===== config.mk =====
export PLATFORM = sky130hd
export DESIGN_NAME = board_debug_display
export DESIGN_NICKNAME = d
export VERILOG_FILES = /design/src/rtl/board_debug_display.sv
export SDC_FILE = /design/constraint.sdc
export NUM_CORES = 1
export LEC_CHECK = 0
export BUFFER_PORTS_ARGS = -buffer_cell sky130_fd_sc_hd__buf_2
export CORE_UTILIZATION = 55
export CTS_CLUSTER_SIZE = 8
export DETAILED_ROUTE_END_ITERATION = 12
export PLACE_DENSITY_LB_ADDON = 0.2
export SYNTH_ARGS = -nofsm -noshare
export SYNTH_HDL_FRONTEND = slang
export SYNTH_SLANG_ARGS = --single-unit

===== constraint.sdc =====
create_clock -name sys_clk -period 7.7 [get_ports sys_clk]
set_input_delay 1.54 -clock sys_clk [delete_from_list [all_inputs] [get_ports sys_clk]]
set_output_delay 1.54 -clock sys_clk [all_outputs]
set_load 0.05 [all_outputs]

===== src/rtl/board_debug_display.sv =====
// Multiplexed seven-segment debug display with windowed channel view and step-button debouncer.
// Optional macro LEADING_ZERO_BLANK_EN blanks leading zero digits of the shown window.
module board_debug_display #(
    parameter int DATA_W     = 32,
    parameter int CHANNELS   = 4,
    parameter int DIGITS     = 4,
    parameter int SCAN_DIV   = 50000,
    parameter int DEB_CYCLES = 20000,
    parameter int WIN_W      = 1,
    parameter int SEL_W      = (CHANNELS > 1) ? $clog2(CHANNELS) : 1
) (
    input  logic                       sys_clk,
    input  logic                       scan_rst,
    input  logic [CHANNELS*DATA_W-1:0] ch_data,
    input  logic [SEL_W-1:0]           ch_sel,
    input  logic [WIN_W-1:0]           win_sel,
    input  logic                       button_clk,
    output logic [6:0]                 Y_r,
    output logic [DIGITS-1:0]          DIG_r,
    output logic                       step_pulse
);

    localparam int CNT_W  = (SCAN_DIV > 1) ? $clog2(SCAN_DIV) : 1;
    localparam int DEB_W  = (DEB_CYCLES > 1) ? $clog2(DEB_CYCLES) : 1;
    localparam int IDX_W  = (DIGITS > 1) ? $clog2(DIGITS) : 1;
    localparam int WORD_W = 4 * DIGITS;
    localparam int NWIN   = DATA_W / WORD_W;

    logic [CNT_W-1:0]  cnt_q, cnt_d;
    logic [IDX_W-1:0]  idx_q, idx_d;
    logic              active_q, active_d;
    logic [DATA_W-1:0] snap_q, snap_d;
    logic [WIN_W-1:0]  win_q, win_d;
    logic              valid_q, valid_d;
    logic [6:0]        y_q, y_d;
    logic [DIGITS-1:0] dig_q, dig_d;

    logic              sync1_q, sync1_d;
    logic              sync2_q, sync2_d;
    logic              deb_q, deb_d;
    logic              deb_prev_q, deb_prev_d;
    logic [DEB_W-1:0]  dcnt_q, dcnt_d;
    logic              pulse_q, pulse_d;

    logic [DATA_W-1:0] sel_word;
    logic              sel_ok;
    logic              tick;
    logic [WORD_W-1:0] win_word;
    logic [WORD_W-1:0] upper;

    function automatic logic [6:0] seg7(input logic [3:0] n);
        logic [6:0] s;
        case (n)
            4'h0: s = 7'h40;
            4'h1: s = 7'h79;
            4'h2: s = 7'h24;
            4'h3: s = 7'h30;
            4'h4: s = 7'h19;
            4'h5: s = 7'h12;
            4'h6: s = 7'h02;
            4'h7: s = 7'h78;
            4'h8: s = 7'h00;
            4'h9: s = 7'h10;
            4'hA: s = 7'h08;
            4'hB: s = 7'h03;
            4'hC: s = 7'h46;
            4'hD: s = 7'h21;
            4'hE: s = 7'h06;
            default: s = 7'h0E;
        endcase
        return s;
    endfunction

    function automatic logic [WORD_W-1:0] window_of(
        input logic [DATA_W-1:0] s,
        input logic [WIN_W-1:0]  w,
        input logic              v
    );
        logic [DATA_W-1:0] sh;
        sh = s >> (WORD_W * int'(w));
        if (!v || int'(w) >= NWIN) return '0;
        return sh[WORD_W-1:0];
    endfunction

    always_comb begin
        sel_word = '0;
        for (int k = 0; k < CHANNELS; k++) begin
            if (int'(ch_sel) == k) sel_word = ch_data[k*DATA_W +: DATA_W];
        end
        sel_ok = int'(ch_sel) < CHANNELS;
    end

    // Outputs are computed from the post-tick index and snapshot
    always_comb begin
        tick     = (cnt_q == CNT_W'(SCAN_DIV - 1));
        cnt_d    = tick ? '0 : cnt_q + CNT_W'(1);
        idx_d    = idx_q;
        active_d = active_q;
        snap_d   = snap_q;
        win_d    = win_q;
        valid_d  = valid_q;
        y_d      = y_q;
        dig_d    = dig_q;
        win_word = '0;
        upper    = '0;
        if (tick) begin
            active_d = 1'b1;
            if (!active_q || idx_q == IDX_W'(DIGITS - 1)) idx_d = '0;
            else idx_d = idx_q + IDX_W'(1);
            if (idx_d == '0) begin
                snap_d  = sel_word;
                win_d   = win_sel;
                valid_d = sel_ok;
            end
            win_word = window_of(snap_d, win_d, valid_d);
            upper    = win_word >> (4 * int'(idx_d));
`ifdef LEADING_ZERO_BLANK_EN
            if (upper == '0 && idx_d != '0) y_d = 7'h7F;
            else y_d = seg7(upper[3:0]);
`else
            y_d = seg7(upper[3:0]);
`endif
            dig_d = ~(DIGITS'(1) << idx_d);
        end
    end

    always_comb begin
        sync1_d    = button_clk;
        sync2_d    = sync1_q;
        deb_d      = deb_q;
        dcnt_d     = '0;
        if (sync2_q != deb_q) begin
            if (dcnt_q == DEB_W'(DEB_CYCLES - 1)) deb_d = ~deb_q;
            else dcnt_d = dcnt_q + DEB_W'(1);
        end
        deb_prev_d = deb_q;
        pulse_d    = deb_q & ~deb_prev_q;
    end

    always_ff @(posedge sys_clk or posedge scan_rst) begin
        if (scan_rst) begin
            cnt_q      <= '0;
            idx_q      <= '0;
            active_q   <= 1'b0;
            snap_q     <= '0;
            win_q      <= '0;
            valid_q    <= 1'b0;
            y_q        <= 7'h7F;
            dig_q      <= '1;
            sync1_q    <= 1'b0;
            sync2_q    <= 1'b0;
            deb_q      <= 1'b0;
            deb_prev_q <= 1'b0;
            dcnt_q     <= '0;
            pulse_q    <= 1'b0;
        end else begin
            cnt_q      <= cnt_d;
            idx_q      <= idx_d;
            active_q   <= active_d;
            snap_q     <= snap_d;
            win_q      <= win_d;
            valid_q    <= valid_d;
            y_q        <= y_d;
            dig_q      <= dig_d;
            sync1_q    <= sync1_d;
            sync2_q    <= sync2_d;
            deb_q      <= deb_d;
            deb_prev_q <= deb_prev_d;
            dcnt_q     <= dcnt_d;
            pulse_q    <= pulse_d;
        end
    end

    assign Y_r        = y_q;
    assign DIG_r      = dig_q;
    assign step_pulse = pulse_q;

endmodule


==> run summary, run 1 <==
Sw Ratio -> 0.254
Critical Path End Type -> flip-flop
Crit-path slowest cell -> buf_2
routed vias/inst -> 5.68
Max Fanout on Critical Path -> 34
CTS Sinks -> 76
most frequent cells in the layout -> buf_2, dfrtp_1, nor2_1
Hold/Removal Path Class -> reg -> reg
Flop pwr share -> 0.497
first-pass GRT wire length -> 16800 um
leakage dissipation -> 2.67 nW
initial drt markers -> 137
final hold vios -> 0
Post-layout nets -> 661
Post-synth top flop -> dfrtp_1
Setup Viol. Count Final -> 0
pwr/cell area -> 148 nW/um^2
Initial Util -> 0.579
CP Cell Sequence -> buf_2 > mux4_1 > mux2i_1 > a2bb2oi_1 > nand2_1 > inv_1 > ha_1 > or3_1 > a311oi_1 > nor2_1
Startpoint Class -> input port
total core area -> 7850 sq um
crit path launch -> ch_sel[0]
Worst VDD drop -> 63.3 uV
min cycle time layout -> 4.27 ns
RSZ-0062 raised after global routing -> false
Via Count -> 3547
max-cap viol count -> 0
Cell Area, Synth -> 4550 sq um
FF+latch count, synth -> 76
Die H -> 92.9 um
Slew headroom -> 0.316
I/O pin count -> 146
worst skew pair latency -> 0.35 ns
buffer count from post-CTS setup fixing -> 0
Hold-fix buffers, CTS -> 0
Fin Hold WS -> 0.363 ns
CTS clk-pin slew, worst paths -> 0.08 ns
Post-Synthesis Cells -> 383
TritonCTS clock tree -> built
largest net degree at the start of global routing -> 45
vias in the first global route -> 3606
FF-to-FF Start -> idx_q[0]
CP required -> 7.98 ns
Rows -> 32
fmax -> 0.234 GHz
Comb power frac -> 0.149
Core Util, Final -> 0.698
initial antenna violation count -> 0
clock skew -> 0.00874 ns
syn nets -> 526
gp weighted congestion -> 0.882
chip width -> 92.9 um
average size of a mapped cell -> 11.9 sq um
Switching Power -> 0.000206 W
outcome -> completed
Total Power -> 0.000810 W
Ys Warns -> 0
Avg WL per Cell -> 15.8 um
Clock power frac -> 0.354
Synth cell types -> 54
HPWL Detailed -> 7630 um
Layout area overhead -> 20.4%
Routed WL -> 9880 um
H-tree depth -> 3
register area share after synthesis -> 0.421
number of buffers added on ports -> 145
Slew @ Worst Pin -> 1.03 ns
worst stage delay on the critical path -> 0.76 ns
post-route ant nets -> 0
remaining routing DRC violations -> 0
CTS max path bufs -> 2
fin crit share -> 0.554
CTS buffer count -> 9
share of layout cells above drive strength 1 -> 0.465
total track usage -> 0.251
Post-synth EDFFs -> 0
number of gates resized after cts -> 0
Async SR Flop Fraction -> 1.00
Int Pwr -> 0.000604 W
max-slew violation count -> 0
most common cell after layout, fill and taps aside -> buf_2
Pre-antenna DRT Iters -> 4
CP delay by family, top -> buffers and inverters
n_diodes -> 0
hold wc startpoint -> sync1_q
crit path kind -> in -> reg
DIE AREA -> 8640 sq um
root buffer cell -> clkbuf_8
buffers and inverters on the worst path -> 2
# placed instances -> 609
Setup TNS -> 0 ns
fin cells -> 625
grt total ovfl -> 0
CP arrival -> 4.55 ns
## worst paths after layout
| kind | cells past startpoint | to | slack, ns |
|---|---|---|---|
| setup / recovery | 10 | Y_r[6] | 3.43 |
| min in group asynchronous | 2 | cnt_q[1] | 1.27 |
| setup reg to reg | 8 | Y_r[6] | 4.46 |
| max in group asynchronous | 3 | snap_q[14] | 5.43 |
| hold reg to reg | 0 | sync2_q | 0.36 |
| hold / removal | 0 | sync2_q | 0.36 |
## routing by layer
metal  global-route usage  routed length, um
met5                    0                  0
met2                0.428               5000
met3               0.0591                515
met4               0.0962                249
met1                0.310               4120
## cells by family after synthesis
family                     synth area share
AOI/OAI and AO/OA                    0.0641
DFF                                   0.421
xor gates and xnor gates             0.0520
adders and majority gates            0.0248
and+or+nand+nor                       0.147
muxes                                 0.259
buffers and inverters                0.0322
## power groups by stage
stage / logic, W / registers, W / clock network, W
global route: 0.000133 / 0.000403 / 0.000311
finish: 0.000121 / 0.000402 / 0.000287
CTS: 0.000121 / 0.000402 / 0.000294
detailed placement: 0.000121 / 0.000410 / 0
global placement: 0.000118 / 0.000410 / 0
floorplan: 0.0000774 / 0.000410 / 0
## cells in the mapped netlist (2+ instances only)
master,n,share of area
mux2_2,27,0.067
mux2i_1,10,0.022
nor2_1,42,0.035
dfrtp_1,65,0.36
a211oi_1,3,0.0050
o21ai_0,10,0.011
mux4_2,32,0.16
o21a_1,2,0.0033
nor4b_1,3,0.0058
nand3_1,17,0.019
and3_1,11,0.015
nand4_1,2,0.0028
o21ai_2,2,0.0039
ha_1,9,0.025
a21oi_1,4,0.0044
xor2_1,17,0.033
nor2b_1,2,0.0028
nand2_1,32,0.026
a31oi_1,3,0.0041
clkbuf_1,9,0.0074
a222oi_1,2,0.0044
buf_1,3,0.0025
dfstp_2,11,0.064
buf_6,4,0.0099
nand2b_1,3,0.0041
inv_1,5,0.0041
nand3b_1,6,0.0099
and2_1,3,0.0041
buf_2,6,0.0066
xnor2_1,10,0.019
a221oi_1,2,0.0039
or3_1,4,0.0055
## registers in the layout, indices dropped and copies added (netlist names)
register / count
win_q: 1
DIG_r: 4
Y_r: 7
sync2_q: 1
idx_q: 2
snap_q: 24
deb_prev_d: 1
deb_prev_q: 1
dcnt_q: 15
sync1_q: 1
step_pulse: 1
valid_q: 1
active_q: 1
cnt_q: 16
## metrics by stage
step / setup WS [ns] / cell area, sq um
after floorplan: 3.98 / 4550
final: 3.43 / 5480
after global routing: 3.18 / 5480
after CTS: 3.41 / 5480
after detailed placement: 3.04 / 5290
after global placement: 3.20 / 5290
## cell type report
class | instances | area (sq um)
clock buffer | 12 | 155
clock inverter | 4 | 31.3
fill | 613 | 2370
inverter | 5 | 18.8
multi-input combinational | 279 | 2490
sequential | 76 | 1920
tap | 102 | 128
timing repair buffer | 147 | 741
## worst reg2reg max path, delay by kind of cell, from the launching register on
kind | cells | cell delay [ns]
flops | 1 | 0.62
simple gates | 4 | 1.28
fa+ha+maj | 1 | 0.46
compound gates | 3 | 0.81
Note: power is estimated with default switching activity, not from simulation.
==> inputs of run 2 (changes only) <==
Settings changed: CORE_UTILIZATION 55 to 51.
Clock period 7.7 ns to 4.3 ns, I/O delays scaled along.
==> run summary, run 2 (same netlist as run 1, synthesis figures left out) <==
final hold vios -> 0 (unchanged)
routed vias/inst -> 5.60 (-1.3%)
FF-to-FF Start -> idx_q[0]
max-cap viol count -> 0 (unchanged)
I/O pin count -> 146 (unchanged)
fmax -> 0.315 GHz
n_diodes -> 0 (unchanged)
max-slew violation count -> 0 (unchanged)
CTS Sinks -> 76 (unchanged)
initial antenna violation count -> 0 (unchanged)
initial drt markers -> 147 (+7.3%)
Hold/Removal Path Class -> reg -> reg
buffer count from post-CTS setup fixing -> 0 (unchanged)
min cycle time layout -> 3.17 ns
Slew @ Worst Pin -> 0.859 ns (-0.166 ns)
Via Count -> 3547 (unchanged)
clock skew -> 0.00941 ns (+0.000667 ns)
Avg WL per Cell -> 15.6 um (-1.1%)
Initial Util -> 0.524 (-0.0555)
Routed WL -> 9900 um (+0.19%)
worst stage delay on the critical path -> 0.75 ns (about the same)
remaining routing DRC violations -> 0 (unchanged)
Int Pwr -> 0.00119 W (+96%)
end of the worst hold path -> sync2_q
fin crit share -> 0.738
Total Power -> 0.00157 W (+94%)
Max Fanout on Critical Path -> 12 (-65%)
Pre-antenna DRT Iters -> 4 (unchanged)
largest net degree at the start of global routing -> 49 (+8.9%)
root buffer cell -> clkbuf_8
Rows -> 34 (+6.3%)
Post-layout nets -> 663 (+0.30%)
most common cell after layout, fill and taps aside -> buf_2
outcome -> completed
TritonCTS clock tree -> built
CTS buffer count -> 9 (unchanged)
first-pass GRT wire length -> 15900 um (-5.3%)
CP required -> 4.55 ns (-3.43 ns)
Comb power frac -> 0.138 (-0.011)
largest registers -> snap_q: 24 flops, cnt_q: 16 flops, dcnt_q: 15 flops
Worst VDD drop -> 130 uV (+110%)
gp weighted congestion -> 0.871 (-1.3%)
CTS max path bufs -> 2 (unchanged)
most frequent cells in the layout -> buf_2, dfrtp_1, nor2_1
worst skew pair latency -> 0.34 ns (about the same)
Flop pwr share -> 0.459 (-0.038)
crit path kind -> reg -> reg
Switching Power -> 0.000384 W (+86%)
Startpoint Class -> flip-flop
Layout area overhead -> 22.0%
Critical Path End Type -> flip-flop
Die H -> 96.4 um (+3.8%)
H-tree depth -> 3 (unchanged)
RSZ-0062 raised after global routing -> false
R2R cell count -> 11 (+3)
Clock power frac -> 0.404 (+0.050)
Hold-fix buffers, CTS -> 0 (unchanged)
Hold Crit Depth -> 0 (unchanged)
grt total ovfl -> 0 (unchanged)
Slew headroom -> 0.427 (+0.111)
Crit-path slowest cell -> nor4b_1
number of buffers added on ports -> 145 (unchanged)
hold wc startpoint -> sync1_q
Setup TNS -> 0 ns (unchanged)
vias in the first global route -> 3407 (-5.5%)
post-route ant nets -> 0 (unchanged)
pwr/cell area -> 283 nW/um^2 (+91%)
CTS clk-pin slew, worst paths -> 0.09 ns (about the same)
flop2flop setup slack -> 1.13 ns (-3.33 ns)
leakage dissipation -> 2.70 nW (+1.0%)
CP Cell Sequence -> buf_4 > ha_1 > nor4b_1 > a222oi_1 > nand2_1 > nand2_1 > inv_1 > ha_1 > nand3b_1 > mux2i_1 > a211oi_1
HPWL Detailed -> 7500 um (-1.7%)
CP arrival -> 3.42 ns (-1.13 ns)
total core area -> 8680 sq um (+11%)
chip width -> 96.4 um (+3.8%)
Setup Viol. Count Final -> 0 (unchanged)
FILL cells -> 753 (+23%)
total track usage -> 0.225 (-0.0264)
DIE AREA -> 9300 sq um (+7.7%)
largest register by flop count -> snap_q
share of layout cells above drive strength 1 -> 0.469 (+0.00394)
max reg flops -> 24 (unchanged)
number of gates resized after cts -> 0 (unchanged)
Sw Ratio -> 0.244 (-0.00968)
r2r endpoint -> Y_r[3]
run 2: changes by cell type in the layout (fill, tap and decap cells not counted):
| cell | delta |
|---|---|
| buf_4 | +2 |
| bufinv_16 | +2 |
| clkbuf_1 | -1 |
| clkbuf_8 | -1 |
| clkinv_2 | -1 |
| clkinvlp_4 | +1 |
| inv_6 | -1 |
| inv_8 | +1 |
run 2: worst max path at each step:
stage               from     end  slack [ns]  cells past startpoint
5_1_grt         idx_q[0]  Y_r[3]        0.94                     11
3_3_place_gp   ch_sel[1]  Y_r[6]        0.99                     10
6_report        idx_q[0]  Y_r[3]        1.13                     11
4_1_cts         idx_q[0]  Y_r[3]        1.19                     11
3_5_place_dp   ch_sel[1]  Y_r[6]        0.89                     10
2_1_floorplan  ch_sel[0]  Y_r[6]        1.26                     11
run 2: layout make-up:
| class | count | area, sq um | share of cell area |
|---|---|---|---|
| multi-input combinational | 279 | 2490 | 0.448 |
| sequential | 76 | 1920 | 0.345 |
| timing repair buffer | 149 | 756 | 0.136 |
| clock buffer | 10 | 138 | 0.0248 |
| tap | 108 | 135 | 0.0244 |
| clock inverter | 6 | 96.3 | 0.0174 |
| inverter | 5 | 18.8 | 0.00338 |
run 2: power by group through the flow:
stage / Sequential, W / Combinational, W / Clock [W]
6_report: 0.000720 / 0.000216 / 0.000634
5_1_grt: 0.000721 / 0.000240 / 0.000671
4_1_cts: 0.000720 / 0.000218 / 0.000642
3_5_place_dp: 0.000734 / 0.000217 / 0
3_3_place_gp: 0.000734 / 0.000212 / 0
2_1_floorplan: 0.000734 / 0.000139 / 0
run 2: stage by stage:
stage | std cells | cell area (sq um) | setup WS (ns) | utilization | hold slack, ns
6_report | 633 | 5550 | 1.13 | 0.639 | 0.363
2_1_floorplan | 383 | 4550 | 1.26 | - | 0.331
3_5_place_dp | 617 | 5310 | 0.889 | 0.612 | 0.337
4_1_cts | 633 | 5550 | 1.19 | 0.639 | 0.366
3_3_place_gp | 617 | 5310 | 0.986 | 0.612 | 0.343
5_1_grt | 633 | 5550 | 0.935 | 0.639 | 0.383
run 2: metal layers:
metal	wire, um	share of wire	vias up	global-route usage
li1	-	-	1673	-
met1	4290	0.43	1742	0.290
met2	5040	0.51	125	0.394
met3	466	0.047	7	0.0360
met4	104	0.011	0	0.0625
met5	0	0	-	0
run 2: worst max-delay path: cells and delay by family (launching register included):
family          cells  cell delay [ns]
compound gates      2             0.49
fa+ha+maj           2             0.69
buf+inv             2             0.33
flops               1             0.37
mux                 1             0.08
simple gates        4             1.13
==> inputs of run 3 (changes only) <==
Settings changed: CORE_UTILIZATION 51 to 46.
Clock period 4.3 ns to 2.55 ns, I/O delays scaled along.
==> run summary, run 3 (same netlist as run 1, synthesis figures left out) <==
outcome -> finished, violations left
failing checks -> setup timing
Max Fanout on Critical Path -> 4 (-8)
Rows -> 35 (+2.9%)
Comb power frac -> 0.188 (+0.050)
CTS clk-pin slew, worst paths -> 0.08 ns (about the same)
Setup TNS -> -0.00803 ns (-0.00803 ns)
number of buffers added on ports -> 145 (unchanged)
chip width -> 101 um (+5.2%)
largest registers -> snap_q: 24 flops, cnt_q: 16 flops, dcnt_q: 15 flops
Worst Slack Setup Final -> -0.00803 ns (-1.14 ns)
initial drt markers -> 139 (-5.4%)
Pre-antenna DRT Iters -> 4 (unchanged)
n_diodes -> 0 (unchanged)
CTS Sinks -> 76 (unchanged)
Layout area overhead -> 33.3%
Slew headroom -> 0.653 (+0.226)
gp weighted congestion -> 0.921 (+5.8%)
Avg WL per Cell -> 15.5 um (-0.99%)
max reg flops -> 24 (unchanged)
Int Pwr -> 0.00184 W (+55%)
Flop pwr share -> 0.484 (+0.025)
Startpoint Class -> flip-flop
HPWL Detailed -> 8230 um (+9.8%)
leakage dissipation -> 2.96 nW (+9.5%)
total core area -> 9420 sq um (+8.5%)
CP required -> 2.83 ns (-1.72 ns)
CTS buffer count -> 9 (unchanged)
clock skew -> 0.00900 ns (-0.000407 ns)
post-route ant nets -> 0 (unchanged)
Placed Area -> 5630 sq um (+5.9%)
Clock power frac -> 0.327 (-0.077)
Total Power -> 0.00251 W (+60%)
R2R cell count -> 12 (+1)
pre-CTS setup slack -> -0.298 ns (-1.19 ns)
crit path kind -> reg -> reg
Critical Path End Type -> flip-flop
largest net degree at the start of global routing -> 39 (-20%)
r2r endpoint -> Y_r[6]
Final Instance Area -> 6060 sq um (+9.3%)
H-tree depth -> 3 (unchanged)
grt total ovfl -> 0 (unchanged)
min cycle time layout -> 2.56 ns (-0.614 ns)
worst skew pair latency -> 0.35 ns (about the same)
routed vias/inst -> 5.32 (-5.1%)
Hold/Removal Path Class -> in -> async
initial antenna violation count -> 0 (unchanged)
I/O pin count -> 146 (unchanged)
first-pass GRT wire length -> 18100 um (+14%)
most common cell after layout, fill and taps aside -> buf_2
most frequent cells in the layout -> buf_2, dfrtp_1, buf_4
Routed WL -> 11000 um (+11%)
flop2flop setup slack -> -0.008 ns (-1.14 ns)
pwr/cell area -> 414 nW/um^2 (+46%)
max-cap viol count -> 0 (unchanged)
DIE AREA -> 10300 sq um (+11%)
Switching Power -> 0.000668 W (+74%)
largest register by flop count -> snap_q
CP arrival -> 2.84 ns (-0.58 ns)
FF-to-FF Start -> idx_q[0]
final hold vios -> 0 (unchanged)
vias in the first global route -> 3892 (+14%)
Die H -> 101 um (+5.2%)
fin crit share -> 1.00 (+0.266)
Post-layout nets -> 717 (+8.1%)
Sw Ratio -> 0.266 (+0.0217)
Via Count -> 3764 (+6.1%)
CTS max path bufs -> 2 (unchanged)
root buffer cell -> clkbuf_8
TritonCTS clock tree -> built
Setup Viol. Count Final -> 1 (+1)
RSZ-0062 raised after global routing -> true
Initial Util -> 0.483 (-0.0410)
fin cells -> 708 (+12%)
total track usage -> 0.229 (+0.00396)
Slew @ Worst Pin -> 0.515 ns (-0.344 ns)
share of layout cells above drive strength 1 -> 0.549 (+0.0807)
max-slew violation count -> 0 (unchanged)
remaining routing DRC violations -> 0 (unchanged)
# placed instances -> 673 (+9.1%)
fmax -> 0.391 GHz (+24%)
Worst VDD drop -> 219 uV (+69%)
[run 3: critical path, cell delays in order, from the launching register on]
cell	delay (ns)
dfrtp_1	0.42
ha_4	0.32
nor2b_4	0.06
buf_6	0.11
o21a_1	0.17
a222oi_1	0.26
nand2_1	0.13
nand2_2	0.10
inv_2	0.06
ha_4	0.15
or3_4	0.35
a311oi_2	0.27
nor2_1	0.07
[run 3: layout make-up]
class                           instances  area [sq um]
Tap cell                              129           161
Multi-Input combinational cell        280          2620
Timing Repair Buffer                  202          1180
Sequential cell                        76          1920
Inverter                                5          18.8
Clock buffer                           11           131
Fill cell                             764          3350
Clock inverter                          5          36.3
[run 3: stage by stage]
| stage | hold slack (ns) | util |
|---|---|---|
| 6_report | 0.142 | 0.644 |
| 2_1_floorplan | 0.331 | - |
| 3_5_place_dp | 0.337 | 0.597 |
| 4_1_cts | 0.139 | 0.623 |
| 5_1_grt | 0.161 | 0.644 |
| 3_3_place_gp | 0.346 | 0.597 |
[run 3: how the worst max path moves through the flow]
stage          cells after the start      start  slack (ns)  endpoint
2_1_floorplan                     11  ch_sel[0]       0.004    Y_r[6]
3_3_place_gp                      10  ch_sel[0]       -0.18    Y_r[6]
3_5_place_dp                      10  ch_sel[0]       -0.30    Y_r[6]
4_1_cts                           12   idx_q[0]       -0.05    Y_r[6]
5_1_grt                           12   idx_q[0]       -0.10    Y_r[6]
6_report                          12   idx_q[0]      -0.008    Y_r[6]
[run 3: layer usage]
metal / vias to the layer above / track usage / wire (um)
met5: - / 0 / 0
met4: 0 / 0.0792 / 169
met3: 21 / 0.0573 / 596
met2: 116 / 0.403 / 5660
met1: 1842 / 0.273 / 4540
li1: 1785 / - / -
[run 3: timing repair]
action                     in CTS  in global routing
setup endpoints to repair       6                  7
pin swaps                       5                 16
gates resized for setup         4                 21
cloned                          1                  0
hold buffers                    0                  0
buffers inserted                5                 14
[run 3: power by group through the flow]
stage	clock network, W	logic (W)	registers (W)
after detailed placement	0	0.000411	0.00124
after floorplan	0	0.000237	0.00124
after CTS	0.000846	0.000437	0.00121
final	0.000821	0.000472	0.00121
after global placement	0	0.000402	0.00124
after global routing	0.000893	0.000515	0.00122
